File: src/rtl/trace_ctrl_pkg.sv
// Shared types and default cycle schedule for the trace-window sequencer.
// The event codes let benches and wrappers log the pulse stream.
package trace_ctrl_pkg;

  typedef enum logic [2:0] {
    S_IDLE,
    S_ON,
    S_OFF,
    S_FLUSH,
    S_DONE
  } state_e;

  localparam int DEF_OFF_CYC = 3;
  localparam int DEF_ALL_CYC = 5;
  localparam int DEF_ON_CYC  = 7;
  localparam int DEF_END_CYC = 10;

  typedef enum logic [2:0] {
    EV_NONE,
    EV_OFF,
    EV_ALL,
    EV_FLUSH,
    EV_ON,
    EV_FINISH,
    EV_LIMIT
  } event_e;

endpackage

File: src/rtl/trace_sample_counter.sv
// Saturating count of traced cycles with an optional sticky budget limit.
// hit_now_o flags the edge on which the budget is reached so tracing can stop on that same edge.
module trace_sample_counter #(
  parameter int CW    = 32,
  parameter int LIMIT = 0
) (
  input  logic          clk,
  input  logic          rst_n,
  input  logic          clr_i,
  input  logic          en_i,
  output logic [CW-1:0] count_o,
  output logic          limit_hit_o,
  output logic          hit_now_o
);

  localparam logic [CW-1:0] CNT_MAX = '1;
  localparam logic [CW-1:0] CNT_ONE = CW'(1);
  localparam logic [CW-1:0] LIM     = CW'(LIMIT);

  logic [CW-1:0] count_q, count_d;
  logic          limit_hit_q, limit_hit_d;

  always_comb begin
    count_d     = count_q;
    limit_hit_d = limit_hit_q;
    if (clr_i) begin
      count_d     = '0;
      limit_hit_d = 1'b0;
    end else if (en_i && (count_q != CNT_MAX)) begin
      count_d = count_q + CNT_ONE;
      if ((LIMIT != 0) && (count_d == LIM)) begin
        limit_hit_d = 1'b1;
      end
    end
  end

  always_ff @(posedge clk or negedge rst_n) begin
    if (!rst_n) begin
      count_q     <= '0;
      limit_hit_q <= 1'b0;
    end else begin
      count_q     <= count_d;
      limit_hit_q <= limit_hit_d;
    end
  end

  assign count_o     = count_q;
  assign limit_hit_o = limit_hit_q;
  assign hit_now_o   = limit_hit_d & ~limit_hit_q;

endmodule

File: src/rtl/trace_window_ctrl.sv
// Cycle-driven sequencer emitting dump off/all/flush/on/finish pulses and a trace-enable level.
// All outputs are registered; the sample budget lives in trace_sample_counter.
module trace_window_ctrl
  import trace_ctrl_pkg::*;
#(
  parameter int CW      = 32,
  parameter int OFF_CYC = DEF_OFF_CYC,
  parameter int ALL_CYC = DEF_ALL_CYC,
  parameter int ON_CYC  = DEF_ON_CYC,
  parameter int END_CYC = DEF_END_CYC,
  parameter int LIMIT   = 0
) (
  input  logic          clk,
  input  logic          rst_n,
  input  logic          start,
  input  logic          abort,
  output logic [CW-1:0] cyc,
  output logic          trace_en,
  output logic          dump_off_p,
  output logic          dump_all_p,
  output logic          dump_flush_p,
  output logic          dump_on_p,
  output logic          finish_p,
  output logic          done,
  output logic [CW-1:0] samples,
  output logic          limit_hit
);

  localparam logic [63:0]   CYC_LIMIT = (64'd1 << CW) - 64'd1;
  localparam logic [CW-1:0] CYC_ONE   = CW'(1);
  localparam logic [CW-1:0] OFF_C     = CW'(OFF_CYC);
  localparam logic [CW-1:0] ALL_C     = CW'(ALL_CYC);
  localparam logic [CW-1:0] ON_C      = CW'(ON_CYC);
  localparam logic [CW-1:0] END_C     = CW'(END_CYC);

  if (!((OFF_CYC >= 1) && (OFF_CYC < ALL_CYC) && (ALL_CYC + 1 < ON_CYC) &&
        (ON_CYC < END_CYC) && (64'(END_CYC) < CYC_LIMIT))) begin : g_param_check
    $error("trace_window_ctrl: cycle schedule parameters are out of order or exceed CW");
  end

  state_e        state_q;
  logic [CW-1:0] cyc_q;
  logic          trace_en_q, off_q, all_q, flush_q, on_q, finish_q, done_q;
  logic          limit_hit_q, hit_now, run_start;

  assign run_start = ((state_q == S_IDLE) || (state_q == S_DONE)) && start && !abort;

  trace_sample_counter #(
    .CW    (CW),
    .LIMIT (LIMIT)
  ) u_samples (
    .clk         (clk),
    .rst_n       (rst_n),
    .clr_i       (run_start),
    .en_i        (trace_en_q),
    .count_o     (samples),
    .limit_hit_o (limit_hit_q),
    .hit_now_o   (hit_now)
  );

  // abort outranks the end-of-run and every scheduled event, and freezes cyc where it was
  always_ff @(posedge clk or negedge rst_n) begin
    if (!rst_n) begin
      state_q    <= S_IDLE;
      cyc_q      <= '0;
      trace_en_q <= 1'b0;
      off_q      <= 1'b0;
      all_q      <= 1'b0;
      flush_q    <= 1'b0;
      on_q       <= 1'b0;
      finish_q   <= 1'b0;
      done_q     <= 1'b0;
    end else begin
      off_q    <= 1'b0;
      all_q    <= 1'b0;
      flush_q  <= 1'b0;
      on_q     <= 1'b0;
      finish_q <= 1'b0;
      case (state_q)
        S_IDLE, S_DONE: begin
          if (run_start) begin
            state_q    <= S_ON;
            cyc_q      <= CYC_ONE;
            trace_en_q <= 1'b1;
            done_q     <= 1'b0;
          end
        end
        S_ON, S_OFF, S_FLUSH: begin
          if (abort) begin
            state_q    <= S_DONE;
            finish_q   <= 1'b1;
            done_q     <= 1'b1;
            trace_en_q <= 1'b0;
          end else begin
            cyc_q <= cyc_q + CYC_ONE;
            if (cyc_q == END_C) begin
              state_q    <= S_DONE;
              finish_q   <= 1'b1;
              done_q     <= 1'b1;
              trace_en_q <= 1'b0;
            end else begin
              case (state_q)
                S_ON: begin
                  if (cyc_q == OFF_C) begin
                    state_q    <= S_OFF;
                    off_q      <= 1'b1;
                    trace_en_q <= 1'b0;
                  end else if (hit_now) begin
                    trace_en_q <= 1'b0;
                  end
                end
                S_OFF: begin
                  if (cyc_q == ALL_C) begin
                    state_q <= S_FLUSH;
                    all_q   <= 1'b1;
                  end else if (cyc_q == ON_C) begin
                    state_q    <= S_ON;
                    on_q       <= 1'b1;
                    trace_en_q <= !limit_hit_q;
                  end
                end
                S_FLUSH: begin
                  state_q <= S_OFF;
                  flush_q <= 1'b1;
                end
                default: state_q <= S_IDLE;
              endcase
            end
          end
        end
        default: state_q <= S_IDLE;
      endcase
    end
  end

  assign cyc          = cyc_q;
  assign trace_en     = trace_en_q;
  assign dump_off_p   = off_q;
  assign dump_all_p   = all_q;
  assign dump_flush_p = flush_q;
  assign dump_on_p    = on_q;
  assign finish_p     = finish_q;
  assign done         = done_q;
  assign limit_hit    = limit_hit_q;

endmodule
File: config.mk
export PLATFORM = sky130hd
export DESIGN_NAME = trace_window_ctrl
export DESIGN_NICKNAME = d
export VERILOG_FILES = /design/src/rtl/trace_ctrl_pkg.sv /design/src/rtl/trace_sample_counter.sv /design/src/rtl/trace_window_ctrl.sv
export SDC_FILE = /design/constraint.sdc
export NUM_CORES = 1
export LEC_CHECK = 0
export CAP_MARGIN = 0
export CORE_ASPECT_RATIO = 1.25
export CORE_MARGIN = 2
export CORE_UTILIZATION = 55
export DETAILED_ROUTE_END_ITERATION = 7
export PLACE_DENSITY_LB_ADDON = 0.2
export SYNTH_ARGS = -nofsm -noshare
export SYNTH_HDL_FRONTEND = slang
export SYNTH_SLANG_ARGS = --single-unit
File: constraint.sdc
create_clock -name clk -period 6.71 [get_ports clk]
set_input_delay 2.013 -clock clk [delete_from_list [all_inputs] [get_ports clk]]
set_output_delay 2.013 -clock clk [all_outputs]
set_load 0.02 [all_outputs]
==> results of run 1 <==
[flip-flops by register name (all words and copies together), names as in the netlist]
| name | flops |
|---|---|
| trace_en | 1 |
| dump_off_p | 1 |
| u_samples.count_o | 32 |
| finish_p | 1 |
| state_q | 3 |
| dump_all_p | 1 |
| u_samples.limit_hit_o | 1 |
| dump_on_p | 1 |
| cyc | 32 |
| done | 1 |
| dump_flush_p | 1 |
[cells in the final DEF, fill, tap and decap left out, types with 4 or more instances in the layout]
cell type        netlist  layout
dfrtp_1               75      75
clkdlybuf4s50_1        0      74
nor2_1                73      73
nand2_1               31      31
nand3_1               30      30
xor2_1                27      27
xnor2_1               22      22
o21ai_0               16      16
nor4_1                14      14
nand4_1               13      13
a21oi_1               12      12
or3_1                 11      11
clkbuf_8               2      11
and4_1                 8       8
inv_1                  7       7
and3_1                 6       6
nor3_1                 5       5
nor3b_1                4       4
ha_1                   4       4
[synth_stat cells (all sizes together) (2+ instances only)]
library cell	n	share of area [%]
nor3	5	0.63
o21ai	16	2.0
o31ai	3	0.92
dfrtp	75	48
o211ai	2	0.38
xnor2	22	4.9
buf	4	0.67
nand3	30	3.8
a21oi	12	1.5
nand2b	3	0.48
nor3b	4	0.76
or4	2	0.38
nor4b	5	1.6
xor2	27	6.0
a31oi	3	0.48
nor4	16	3.1
inv	7	0.67
o22ai	3	0.48
clkbuf	10	1.5
and2	4	0.67
nor2	75	7.3
and4	10	2.3
nand2	31	2.9
and3	6	0.95
or3	11	1.7
or2	2	0.32
nand4	13	2.1
ha	4	1.3
[how the worst max path moves through the flow]
stage	from	endpoint	slack (ns)
finish	start	cyc[27]$_DFFE_PN0P_	2.43
global route	start	cyc[27]$_DFFE_PN0P_	2.33
CTS	start	cyc[27]$_DFFE_PN0P_	2.45
detailed placement	start	cyc[23]$_DFFE_PN0P_	2.16
global placement	start	cyc[23]$_DFFE_PN0P_	2.20
floorplan	start	cyc[23]$_DFFE_PN0P_	2.96
[through the flow]
step | power [mW] | utilization (%) | cell area [µm²]
after floorplan | 0.731 | - | 3950
after global placement | 0.831 | 68.0 | 4750
after detailed placement | 0.841 | 68.0 | 4750
after CTS | 1.23 | 71.3 | 4970
after global routing | 1.28 | 71.3 | 4970
final | 1.22 | 71.3 | 4970
[routing by layer]
layer	vias up	GRT usage (%)	wire, µm
met5	-	0	0
met4	0	11.3	303
met3	29	4.30	420
met2	106	42.5	4720
met1	1660	29.3	3780
li1	1622	-	-
[cell families after synthesis]
family	Yosys count
AND/OR/NAND/NOR	219
flip-flops	75
XOR/XNOR	49
AO/OA/AOI/OAI	46
buffers and inverters	21
adder cells (fa/ha/maj)	4
multiplexers	1
[worst max-delay path, stage by stage]
cell,delay (ns)
clkdlybuf4s50_1,0.48
or3b_1,0.49
a2111oi_4,0.63
nor4b_4,0.43
nand3_1,0.16
xor2_1,0.20
nor2_1,0.06
[power by group]
part / switching (mW) / internal (mW) / total (mW)
registers: 0.0521 / 0.487 / 0.540
logic: 0.178 / 0.114 / 0.293
clock network: 0.163 / 0.229 / 0.392
total: 0.394 / 0.831 / 1.22
[cell type report]
type / instances / area (µm²) / share of cell area [%]
Sequential cell: 75 / 1880 / 37.7
Clock buffer: 12 / 155 / 3.12
Multi-Input combinational cell: 319 / 1960 / 39.5
Tap cell: 90 / 113 / 2.26
Inverter: 7 / 26.3 / 0.528
Clock inverter: 4 / 72.6 / 1.46
Timing Repair Buffer: 78 / 768 / 15.4
==> qor.yml, run 1 <==
setup_path:
  cp_data_arrival_time_ns: 4.48
  critical_path_class: "primary input to flop"
  r2r_end: "trace_en$_DFFE_PN0P_"
  worstReg2RegStart: "cyc[8]$_DFFE_PN0P_"
  cp_max_fo: 10
  reg2reg_depth: 6
  end_kind: "flop"
  r2r_setup_slack_ns: 3.96
  critPathRequiredTime_ns: 6.91
  start_kind: "primary input"
placement:
  post-dp-hpwl_mm: 6.35
  dp.cells: 569
  numPortBuffers: 75
  gp_congestion: 0.929
  pre_cts_ws_ns: 2.16
power_and_ir_drop:
  peakVddDrop_v: 0.000166
  p_per_area_mw_per_mm2: 246
  power_leakage_nw: 2.06
sta:
  setup_viol: 0
  fin_hold_ws_ns: 0.489
  max_freq_mhz: 234
  layout_setup_ws_ns: 2.43
  fin_tns_setup_ns: 0
  min_period_over_period_pct: 63.8
  maxSlewHeadroom_pct: 38.6
  rsz0062_at_grt: "false"
  worst_slew_pin_slew_ns: 0.921
  period_minus_slack_ns: 4.28
  clock_skew_ns: 0.0115
  hold_viol: 0
  final_max_slew_viol_count: 0
cells_and_area:
  area_growth_syn_to_layout_pct: 26.1
  fin_cells: 585
  num_antenna_cells: 0
  drive_above_1_share_pct: 6.87
  fill_cells: 533
  nets: 498
route:
  drtIter0Drc: 155
  wl_per_cell_um: 15.8
  first_pass_iters: 4
  num_vias: 3417
  drc: 0
  drt-total-wl_mm: 9.23
  viasPerCell: 5.84
  ant_nets: 0
min_path:
  hp-class: "flop to flop"
  hold_depth: 2
  hold_start: "done$_DFFE_PN0P_"
  min_to: "done$_DFFE_PN0P_"
floorplan:
  rows: 34
  core_area_mm2: 0.00698
  io_pins: 76
  die_area_mm2: 0.00787
  die_x_um: 79.8
  start_util_pct: 56.5
  die_h_um: 98.7
clock_network:
  postCtsResizedCells: 0
  cts_tree: "yes"
  postCtsSetupBuffers: 0
  root_buffer: "clkbuf_8"
  cts_max_level: 3
  clk_pin_slew_ns: 0.07
  cts.sink_count: 75
  ctsLongestPathBuffers: 2
  clk_latency_ns: 0.34
  ctsHoldBuffers: 0
  cts_made_buffers: 9
synth:
  synth_adder_area_share_pct: 1.27
  synth_xor_area_share_pct: 10.9
  syn-num-nets: 423
  synth_mux_area_share_pct: 0.285
  synth.distinct_cells: 48
  netlist_area_mm2: 0.00395
  ys.flop_type: "dfrtp_1"
  synth_top_family_by_area: "simple AND/OR/NAND/NOR gates"
  ys_warn_count: 0
  yosys.area_share.simple_pct: 29.4
  synth_edf_count: 0
  synthCells: 415
  syn_area_per_cell_um2: 9.51
  yosysSeqAreaShare_pct: 47.6
  synth_compound_gate_area_share_pct: 7.80
  ys_ff_latch: 75
  synthArstFlopShare_pct: 100
run_status:
  status: "finished, final reports clean"
global_routing:
  grt_pass1_wl_mm: 15.3
  grt_pass1_vias: 3335
  grt_overflow: 0
  grt_max_degree: 76
  track_usage_pct: 24.5
  antenna_found_initial: 0
job:
  cap_violations: 0
(Power assumes the default switching activity.)
==> inputs of run 2 (changes only) <==
--- a/config.mk
+++ b/config.mk
@@ -8,7 +8,7 @@
 export CAP_MARGIN = 0
 export CORE_ASPECT_RATIO = 1.25
 export CORE_MARGIN = 2
-export CORE_UTILIZATION = 55
+export CORE_UTILIZATION = 52
 export DETAILED_ROUTE_END_ITERATION = 7
 export PLACE_DENSITY_LB_ADDON = 0.2
 export SYNTH_ARGS = -nofsm -noshare
==> constraint.sdc (replaced) <==
create_clock -name clk -period 4.2 [get_ports clk]
set_input_delay 1.26 -clock clk [delete_from_list [all_inputs] [get_ports clk]]
set_output_delay 1.26 -clock clk [all_outputs]
set_load 0.02 [all_outputs]
==> qor.yml, run 2 (synthesized netlist as in run 1, its figures left out) <==
placement:
  dp.cells: 572  # was 569
  post-dp-hpwl_mm: 6.46  # was 6.35 mm
  numPortBuffers: 75  # unchanged
  gp_congestion: 0.857  # was 0.929
power_and_ir_drop:
  peakVddDrop_v: 0.000283  # was 0.000166 V
  power_leakage_nw: 2.05  # was 2.06 nW
  p_total_mw: 1.85  # was 1.22 mW
  p_per_area_mw_per_mm2: 373  # was 246 mW/mm²
sta:
  setup_viol: 0  # unchanged
  period_minus_slack_ns: 3.30
  fin_hold_ws_ns: 0.487  # was 0.489 ns
  worst_slew_pin_slew_ns: 0.861  # was 0.921 ns
  rsz0062_at_grt: "false"  # unchanged
  fin_tns_setup_ns: 0  # unchanged
  final_max_slew_viol_count: 0  # unchanged
  min_period_over_period_pct: 78.7
  maxSlewHeadroom_pct: 42.6  # was 38.6%
  hold_viol: 0  # unchanged
  max_freq_mhz: 303
  clock_skew_ns: 0.0173  # was 0.0115 ns
route:
  num_vias: 3395  # was 3,417
  drtIter0Drc: 199  # was 155
  drc: 0  # unchanged
  viasPerCell: 5.77  # was 5.84
  wl_per_cell_um: 15.7  # was 15.8 µm
  first_pass_iters: 4  # unchanged
  ant_nets: 0  # unchanged
  drt-total-wl_mm: 9.21  # was 9.23 mm
setup_path:
  reg2reg_depth: 6  # unchanged
  max_stage_delay_ns: 0.49  # was 0.63 ns
  r2r_end: "trace_en$_DFFE_PN0P_"  # unchanged
  end_kind: "flop"  # unchanged
  critPathRequiredTime_ns: 4.42  # was 6.91 ns
  r2r_setup_slack_ns: 1.59  # was 3.96 ns
  worstReg2RegStart: "cyc[8]$_DFFE_PN0P_"  # unchanged
  start_kind: "primary input"  # unchanged
  path_cells: "clkdlybuf4s50_1 -> or3b_1 -> a211o_2 -> nor4_4 -> nand4_1 -> xor2_1 -> nor2_1"  # was clkdlybuf4s50_1 -> or3b_1 -> a2111oi_4 -> nor4b_4 -> nand3_1 -> xor2_1 -> nor2_1
  cp_max_fo: 7  # was 10
  cp_data_arrival_time_ns: 3.53  # was 4.48 ns
  critical_path_class: "primary input to flop"  # unchanged
  cp_slowest_cell: "clkdlybuf4s50_1"  # was a2111oi_4
  crit_start: "start"  # unchanged
  crit_end: "cyc[28]$_DFFE_PN0P_"  # was cyc[27]$_DFFE_PN0P_
cells_and_area:
  multi_input_area_mm2: 0.00196  # unchanged
  final_cell_mix: "75 x dfrtp_1, 74 x clkdlybuf4s50_1, 73 x nor2_1, 31 x nand2_1, 30 x nand3_1"  # unchanged
  ff_latch_area_mm2: 0.00188  # unchanged
  final_common_cell: "dfrtp_1"  # unchanged
  area_growth_syn_to_layout_pct: 25.7  # was 26.1%
  final_util_pct: 67.4  # was 71.3%
  drive_above_1_share_pct: 7.26  # was 6.87%
  fin_cells: 588  # was 585
  fill_cells: 599  # was 533
  num_antenna_cells: 0  # unchanged
  nets: 499  # was 498
floorplan:
  io_pins: 76  # unchanged
  die_h_um: 101  # was 98.7 µm
  core_area_mm2: 0.00736  # was 0.00698 mm²
  die_x_um: 81.9  # was 79.8 µm
  rows: 35  # was 34
  die_area_mm2: 0.00830  # was 0.00787 mm²
  start_util_pct: 53.6  # was 56.5%
job:
  cap_violations: 0  # unchanged
global_routing:
  antenna_found_initial: 0  # unchanged
  grt_pass1_vias: 3146  # was 3,335
  grt_max_degree: 62  # was 76
  grt_overflow: 0  # unchanged
  grt_pass1_wl_mm: 15.2  # was 15.3 mm
  track_usage_pct: 23.7  # was 24.5%
clock_network:
  clk_latency_ns: 0.35  # was 0.34 ns
  cts.sink_count: 75  # unchanged
  cts_max_level: 3  # unchanged
  cts_made_buffers: 9  # unchanged
  cts_tree: "yes"  # unchanged
  clk_pin_slew_ns: 0.09  # was 0.07 ns
  ctsHoldBuffers: 0  # unchanged
  postCtsSetupBuffers: 0  # unchanged
  postCtsResizedCells: 0  # unchanged
  root_buffer: "clkbuf_8"  # unchanged
  ctsLongestPathBuffers: 2  # unchanged
min_path:
  hp-class: "flop to flop"  # unchanged
run_status:
  status: "finished, final reports clean"  # unchanged
==> run 2: metrics by stage <==
stage,cell area [µm²],worst slack [ns]
after floorplan,3950,1.20
after global placement,4770,0.606
after detailed placement,4770,0.477
after CTS,4960,0.866
after global routing,4960,0.784
final,4960,0.896
==> run 2: where the power goes <==
part	internal, mW	total [mW]	switching (mW)	leakage (nW)
logic	0.184	0.465	0.280	0.933
registers	0.779	0.860	0.0809	1.03
clock network	0.248	0.526	0.278	0.0880
==> run 2: how the worst min path moves through the flow <==
| stage | startpoint | to | slack, ns | cells past startpoint |
|---|---|---|---|---|
| final | done$_DFFE_PN0P_ | done$_DFFE_PN0P_ | 0.49 | 2 |
| after global routing | done$_DFFE_PN0P_ | done$_DFFE_PN0P_ | 0.51 | 2 |
| after CTS | done$_DFFE_PN0P_ | done$_DFFE_PN0P_ | 0.49 | 2 |
| after detailed placement | done$_DFFE_PN0P_ | done$_DFFE_PN0P_ | 0.47 | 2 |
| after global placement | done$_DFFE_PN0P_ | done$_DFFE_PN0P_ | 0.47 | 2 |
| after floorplan | state_q[2]$_DFFE_PN0P_ | state_q[2]$_DFFE_PN0P_ | 0.53 | 2 |
==> run 2: cell type report <==
type / count / area share, %
Clock buffer: 11 / 3.05
Clock inverter: 5 / 0.732
Inverter: 7 / 0.530
Multi-Input combinational cell: 319 / 39.6
Sequential cell: 75 / 37.9
Tap cell: 92 / 2.32
Timing Repair Buffer: 79 / 15.9
==> run 2: routing by layer <==
metal,routed length [µm],global-route usage [%]
met1,3910,30.6
met2,4720,39.2
met3,435,5.61
met4,150,7.31
met5,0,0
==> run 2: critical path, delay by kind of cell <==
kind / cells / cell delay, ns
AOI/OAI and AO/OA: 1 / 0.43
buffers and inverters: 1 / 0.49
xor gates and xnor gates: 1 / 0.17
and+or+nand+nor: 4 / 1.17
